==> src/rtl/ibex_l2_rf_backing_store.sv <==
`default_nettype none
// ============================================================================
// Module   : ibex_l2_rf_backing_store
// Purpose  : Second-level register storage behind the 8-entry L1 register
//            file. Holds every architectural register not resident in L1
//            (x1-x7 -> tags 1-7, x16-x31 -> tags 12-27). Reads return after
//            a fixed latency with a single-cycle rvalid_o pulse; writes are
//            posted through a small FIFO that drains one entry per cycle and
//            forwards its youngest matching entry to reads.
// Ports    : clk_i, rst_ni (async, active-low)
//            req_i, we_i, addr_i, wdata_i  - tagged request
//            gnt_o                         - request accepted this cycle
//            rvalid_o, rdata_o             - read response (rdata_o=0 idle)
//            err_o                         - out-of-range tag pulse
//            busy_o                        - read in flight / buffer busy
//            rd_cnt_o, wr_cnt_o, fwd_cnt_o - saturating event counters,
//                                            present only when the macro
//                                            IBEX_L2RF_PERF_EN is defined
// Revision : 1.0 - initial release
// ============================================================================
module ibex_l2_rf_backing_store #(
    parameter int DATA_WIDTH   = 32,
    parameter int NUM_ENTRIES  = 28,
    parameter int READ_LATENCY = 1,   // 1..4
    parameter int WR_BUF_DEPTH = 2    // 1..4
) (
    input  logic                  clk_i,
    input  logic                  rst_ni,
    input  logic                  req_i,
    input  logic                  we_i,
    input  logic [4:0]            addr_i,
    input  logic [DATA_WIDTH-1:0] wdata_i,
    output logic                  gnt_o,
    output logic                  rvalid_o,
    output logic [DATA_WIDTH-1:0] rdata_o,
    output logic                  err_o,
    output logic                  busy_o
`ifdef IBEX_L2RF_PERF_EN
    ,
    output logic [15:0]           rd_cnt_o,
    output logic [15:0]           wr_cnt_o,
    output logic [15:0]           fwd_cnt_o
`endif
);

    localparam logic [0:0] c_st_idle    = 1'b0;
    localparam logic [0:0] c_st_rd_wait = 1'b1;

    localparam int         c_ptr_w     = (WR_BUF_DEPTH > 1) ? $clog2(WR_BUF_DEPTH) : 1;
    localparam logic [c_ptr_w-1:0] c_ptr_last = c_ptr_w'(WR_BUF_DEPTH - 1);
    localparam logic [2:0] c_buf_depth = 3'(WR_BUF_DEPTH);
    localparam logic [1:0] c_lat_init  = 2'(READ_LATENCY - 1);

    // ------------------------------------------------------------------
    // State
    // ------------------------------------------------------------------
    logic [0:0]            r_state;
    logic [1:0]            r_lat_cnt;
    logic                  r_rvalid;
    logic                  r_rd_err;
    logic                  r_wr_err;
    logic [DATA_WIDTH-1:0] r_rd_data;

    logic [DATA_WIDTH-1:0] r_mem      [NUM_ENTRIES];
    logic [4:0]            r_buf_tag  [WR_BUF_DEPTH];
    logic [DATA_WIDTH-1:0] r_buf_data [WR_BUF_DEPTH];
    logic [c_ptr_w-1:0]    r_head;
    logic [c_ptr_w-1:0]    r_tail;
    logic [2:0]            r_occ;

    // ------------------------------------------------------------------
    // Request decode
    // ------------------------------------------------------------------
    logic                  w_addr_ok;
    logic                  w_drain;
    logic                  w_full;
    logic                  w_gnt_rd;
    logic                  w_gnt_wr;
    logic                  w_rd_acc;
    logic                  w_wr_acc;
    logic                  w_enq;
    logic                  w_fwd_hit;
    logic [DATA_WIDTH-1:0] w_fwd_data;
    logic [DATA_WIDTH-1:0] w_rd_src;

    assign w_addr_ok = ({27'd0, addr_i} < 32'(NUM_ENTRIES));
    assign w_drain   = (r_occ != 3'd0);
    assign w_full    = (r_occ == c_buf_depth);
    assign w_gnt_rd  = (r_state == c_st_idle);
    // A full buffer always drains this cycle, so a write is in practice
    // always accepted; the expression keeps the FIFO invariant explicit.
    assign w_gnt_wr  = !w_full || w_drain;
    assign w_rd_acc  = req_i && !we_i && w_gnt_rd;
    assign w_wr_acc  = req_i &&  we_i && w_gnt_wr;
    assign w_enq     = w_wr_acc && w_addr_ok;

    assign gnt_o     = rst_ni && req_i && (we_i ? w_gnt_wr : w_gnt_rd);

    function automatic logic [c_ptr_w-1:0] ptr_inc(input logic [c_ptr_w-1:0] p);
        ptr_inc = (p == c_ptr_last) ? '0 : p + c_ptr_w'(1);
    endfunction

    // Forwarding: walk the live entries oldest to youngest so the youngest
    // matching tag wins.
    always_comb begin
        int slot;
        slot       = 0;
        w_fwd_hit  = 1'b0;
        w_fwd_data = '0;
        for (int i = 0; i < WR_BUF_DEPTH; i++) begin
            slot = int'(r_head) + i;
            if (slot >= WR_BUF_DEPTH) begin
                slot = slot - WR_BUF_DEPTH;
            end
            if ((3'(i) < r_occ) && (r_buf_tag[slot[c_ptr_w-1:0]] == addr_i)) begin
                w_fwd_hit  = 1'b1;
                w_fwd_data = r_buf_data[slot[c_ptr_w-1:0]];
            end
        end
    end

    always_comb begin
        w_rd_src = '0;
        if (w_addr_ok) begin
            w_rd_src = w_fwd_hit ? w_fwd_data : r_mem[addr_i];
        end
    end

    // ------------------------------------------------------------------
    // Read FSM. Data is captured at grant so later writes cannot disturb
    // it. With a latency of 1 the response is produced straight from IDLE,
    // which lets a new read be granted while rvalid_o is high.
    // ------------------------------------------------------------------
    always_ff @(posedge clk_i or negedge rst_ni) begin
        if (!rst_ni) begin
            r_state   <= c_st_idle;
            r_lat_cnt <= 2'd0;
            r_rvalid  <= 1'b0;
            r_rd_err  <= 1'b0;
            r_rd_data <= '0;
        end else begin
            r_rvalid <= 1'b0;
            case (r_state)
                c_st_idle: begin
                    if (w_rd_acc) begin
                        r_rd_data <= w_rd_src;
                        r_rd_err  <= !w_addr_ok;
                        if (c_lat_init == 2'd0) begin
                            r_rvalid <= 1'b1;
                        end else begin
                            r_state   <= c_st_rd_wait;
                            r_lat_cnt <= c_lat_init;
                        end
                    end
                end
                c_st_rd_wait: begin
                    // rvalid_o is high for the cycle in which the counter
                    // sits at 0; the FSM leaves RD_WAIT at the end of it.
                    if (r_lat_cnt == 2'd1) begin
                        r_rvalid <= 1'b1;
                    end
                    if (r_lat_cnt == 2'd0) begin
                        r_state <= c_st_idle;
                    end else begin
                        r_lat_cnt <= r_lat_cnt - 2'd1;
                    end
                end
                default: begin
                    r_state <= c_st_idle;
                end
            endcase
        end
    end

    // ------------------------------------------------------------------
    // Posted write buffer
    // ------------------------------------------------------------------
    always_ff @(posedge clk_i or negedge rst_ni) begin
        if (!rst_ni) begin
            for (int i = 0; i < WR_BUF_DEPTH; i++) begin
                r_buf_tag[i]  <= 5'd0;
                r_buf_data[i] <= '0;
            end
            r_head   <= '0;
            r_tail   <= '0;
            r_occ    <= 3'd0;
            r_wr_err <= 1'b0;
        end else begin
            r_wr_err <= w_wr_acc && !w_addr_ok;
            if (w_enq) begin
                r_buf_tag[r_tail]  <= addr_i;
                r_buf_data[r_tail] <= wdata_i;
                r_tail             <= ptr_inc(r_tail);
            end
            if (w_drain) begin
                r_head <= ptr_inc(r_head);
            end
            case ({w_enq, w_drain})
                2'b10:   r_occ <= r_occ + 3'd1;
                2'b01:   r_occ <= r_occ - 3'd1;
                default: r_occ <= r_occ;
            endcase
        end
    end

    // Array: only in-range tags are ever enqueued, so the drain index is
    // always legal.
    always_ff @(posedge clk_i or negedge rst_ni) begin
        if (!rst_ni) begin
            for (int i = 0; i < NUM_ENTRIES; i++) begin
                r_mem[i] <= '0;
            end
        end else if (w_drain) begin
            r_mem[r_buf_tag[r_head]] <= r_buf_data[r_head];
        end
    end

    // ------------------------------------------------------------------
    // Outputs
    // ------------------------------------------------------------------
    assign rvalid_o = r_rvalid;
    assign rdata_o  = r_rvalid ? r_rd_data : '0;
    assign err_o    = (r_rvalid && r_rd_err) || r_wr_err;
    assign busy_o   = (r_state == c_st_rd_wait) || (r_occ != 3'd0);

`ifdef IBEX_L2RF_PERF_EN
    logic [15:0] r_rd_cnt;
    logic [15:0] r_wr_cnt;
    logic [15:0] r_fwd_cnt;

    always_ff @(posedge clk_i or negedge rst_ni) begin
        if (!rst_ni) begin
            r_rd_cnt  <= 16'd0;
            r_wr_cnt  <= 16'd0;
            r_fwd_cnt <= 16'd0;
        end else begin
            if (w_rd_acc && (r_rd_cnt != 16'hFFFF)) begin
                r_rd_cnt <= r_rd_cnt + 16'd1;
            end
            if (w_enq && (r_wr_cnt != 16'hFFFF)) begin
                r_wr_cnt <= r_wr_cnt + 16'd1;
            end
            if (w_rd_acc && w_addr_ok && w_fwd_hit && (r_fwd_cnt != 16'hFFFF)) begin
                r_fwd_cnt <= r_fwd_cnt + 16'd1;
            end
        end
    end

    assign rd_cnt_o  = r_rd_cnt;
    assign wr_cnt_o  = r_wr_cnt;
    assign fwd_cnt_o = r_fwd_cnt;
`endif

endmodule
`default_nettype wire

==> config.mk <==
export PLATFORM = sky130hd
export DESIGN_NAME = ibex_l2_rf_backing_store
export DESIGN_NICKNAME = d
export VERILOG_FILES = /design/src/rtl/ibex_l2_rf_backing_store.sv
export SDC_FILE = /design/constraint.sdc
export NUM_CORES = 2
export LEC_CHECK = 0
export CORE_MARGIN = 1.5
export CORE_UTILIZATION = 55
export DETAILED_ROUTE_END_ITERATION = 12
export PLACE_DENSITY = 0.75
export SYNTH_ARGS = -nofsm -noshare
export SYNTH_HDL_FRONTEND = slang
export SYNTH_SLANG_ARGS = --single-unit
==> constraint.sdc <==
create_clock -name clk_i -period 2.58 [get_ports clk_i]
set_input_delay 0.516 -clock clk_i [delete_from_list [all_inputs] [get_ports clk_i]]
set_output_delay 0.516 -clock clk_i [all_outputs]
set_load 0.02 [all_outputs]
==> flow_summary.yaml <==
setup_path:
  critPathLaunch: "rvalid_o"
  reg2reg_slack_ns: 0.16
  cp.required_ns: 2.06
  cp.arrival_ns: 2.00
  critPathLaunchType: "flip-flop"
  reg2reg_from: "r_head"
  path_class: "reg2out"
  worstSetupEndpointType: "output port"
  cp_max_fo: 34
global_routing:
  grt_pass1_wl_um: 186000
  track_usage_pct: 28.0
  antenna_found_initial: 1
  grt-ovfl-total: 0
  grt_pass1_vias: 33000
  grt_max_degree: 179
routing:
  viasPerCell: 6.13
  drcViolationCount: 0
  vias: 33100
  drtPass1Iterations: 5
  wirelength_um: 117000
  initialDrtViolationCount: 2696
  wl_per_cell_um: 21.7
  drtAntennaViolNets: 0
yosys:
  yosysSeqAreaShare_pct: 56.0
  synth_area_mm2: 0.0453
  async_reset_ff_share_pct: 100
  yosys.area.top_type_share_pct: 56.0
  synth_fp_nets: 4297
  netlist_top_cells_count: "1013 x dfrtp_1, 746 x nor2_1, 674 x a21oi_1"
  synth_top_area_cell: "dfrtp_1"
  synth_most_common_cell: "dfrtp_1"
  postSynthCellCount: 4248
  syn_avg_cell_area_um2: 10.7
  synth.distinct_cells: 54
  ys_top_cells_by_area: "dfrtp_1 56%, mux2_2 8.1%, a21oi_1 7.4%"
  yosysWarnings: 0
  synth_edf_count: 0
  synth-seq-cells: 1013
  ys.flop_type: "dfrtp_1"
die:
  start_util_pct: 55.3
  fp.coreArea_mm2: 0.0818
  die_x_um: 290
  ios: 77
  die_h_um: 290
  dieArea_mm2: 0.0841
  row_count: 105
sta:
  rsz0062_at_grt: "no"
  min_period_ns: 2.52
  max_slew_margin_pct: 29.4
  finalHoldViolations: 0
  finalSetupViolCount: 0
  tightest_slew_ns: 1.06
  fin_hold_ws_ns: 0.300
  post-route-period-util_pct: 97.5
  drv_slew: 0
  finClkSkew_ns: 0.0345
  fmax_mhz: 398
cells_and_area:
  drive_above_1_share_pct: 22.0
  fin_cells: 5393
  nNetsFinal: 4291
  post-route-util_pct: 63.8
  postLayoutCellArea_mm2: 0.0522
  syn_to_final_growth_pct: 15.2
place:
  globalplace.congestion: 0.817
  place_inst: 5207
  placed_cell_area_mm2: 0.0486
  io_buffers: 76
  place_hpwl_um: 71200
clocking:
  clkLatencyLatePin_ns: 0.67
  cts-root-buf: "clkbuf_16"
  clkSinkCount: 1013
  clock_path_buffers: 3
  htreeDepth: 3
  clk_pin_slew_ns: 0.06
  cts_tree: "built"
  cts_buffers: 99
power_and_ir_drop:
  vdd_drop_max_uv: 646
  power.total_mw: 69.9
  p_leak_nw: 22.2
  power_density_mw_per_mm2: 1340
flow_run:
  drv_cap: 0
hold_path:
  hold_path_class: "in2async"
run_status:
  outcome: "completed"
==> what timing repair did <==
item / CTS / global route
setup buffers: 2 / 1
hold endpoints to repair: 26 / 0
hold buffers: 1 / 0
endpoints found under the setup margin: 35 / 56
gates resized for setup: 14 / 7
==> cell families after synthesis <==
group / synth area share (%)
flops: 56.0
buf+inv: 4.07
simple gates: 9.87
xor+xnor: 0.309
fa+ha+maj: 0.221
mux: 15.5
compound gates: 14.0
==> layout by cell type, fill, tap and decap left out, types with 7 or more instances in the layout <==
master / n
clkinv_2: 28
mux2i_1: 9
dlygate4sd2_1: 8
a22oi_1: 32
and2_1: 33
buf_4: 118
nand2b_1: 8
inv_1: 38
xnor2_1: 12
mux2_2: 327
clkdlybuf4s50_1: 58
mux4_2: 128
o22ai_1: 125
a21oi_1: 674
clkbuf_16: 101
buf_12: 94
bufinv_16: 16
dfrtp_1: 1012
mux2i_2: 34
clkbuf_8: 19
o21ai_0: 250
nor2_1: 744
ha_1: 8
o21ai_1: 7
o221ai_1: 32
nand2_1: 271
clkbuf_1: 12
nor2_4: 22
a31o_2: 29
==> per-layer routing <==
layer	track usage, %	part of all wire (%)
met1	39.0	42
met2	44.8	48
met3	5.82	7.9
met4	7.88	2.3
met5	0	0.011
==> path summary, 6_finish.rpt <==
| check | endpoint | cells past startpoint |
|---|---|---|
| max | rdata_o[7] | 3 |
| min | r_buf_data[15] | 2 |
| max reg2reg | r_mem[502] | 7 |
| min reg2reg | r_mem[780] | 2 |
| max in group asynchronous | r_mem[827] | 4 |
| min in group clk_i | r_wr_err | 3 |
==> worst max-delay path, stage by stage (launching register included) <==
cell and delay [ns]:
dfrtp_1 0.38, buf_12 0.20, and2_1 0.17, clkdlybuf4s50_1 0.60
==> power breakdown <==
group          total, mW  switching [mW]  internal, mW
registers           28.3            4.53          23.8
clock network       15.5            6.19          9.30
logic               26.1            14.7          11.4
total               69.9            25.5          44.5
==> layout make-up <==
type	count	area [µm²]
Antenna cell	1	2.50
Clock inverter	49	662
Inverter	40	150
Sequential cell	1013	25400
Tap cell	1070	1340
Clock buffer	132	2830
Multi-Input combinational cell	2799	18300
Timing Repair Buffer	289	3530
Fill cell	6002	29700
==> metrics by stage <==
step	TNS, ns	setup WS (ns)
finish	0	0.0649
global route	0	0.00169
CTS	0	0.00514
detailed placement	-3.03	-0.203
global placement	-1.65	-0.200
floorplan	0	0.309
==> registers in the layout, summed over array words and instances, names as in the netlist <==
name and flops:
r_buf_data 64, r_buf_tag 10, r_head 1, r_lat_cnt 2, r_mem 896, r_occ 3
r_rd_data 32, r_rd_err 1, r_state 1, r_tail 1, r_wr_err 1, rvalid_o 1
Power figures use the tool's default switching activity.
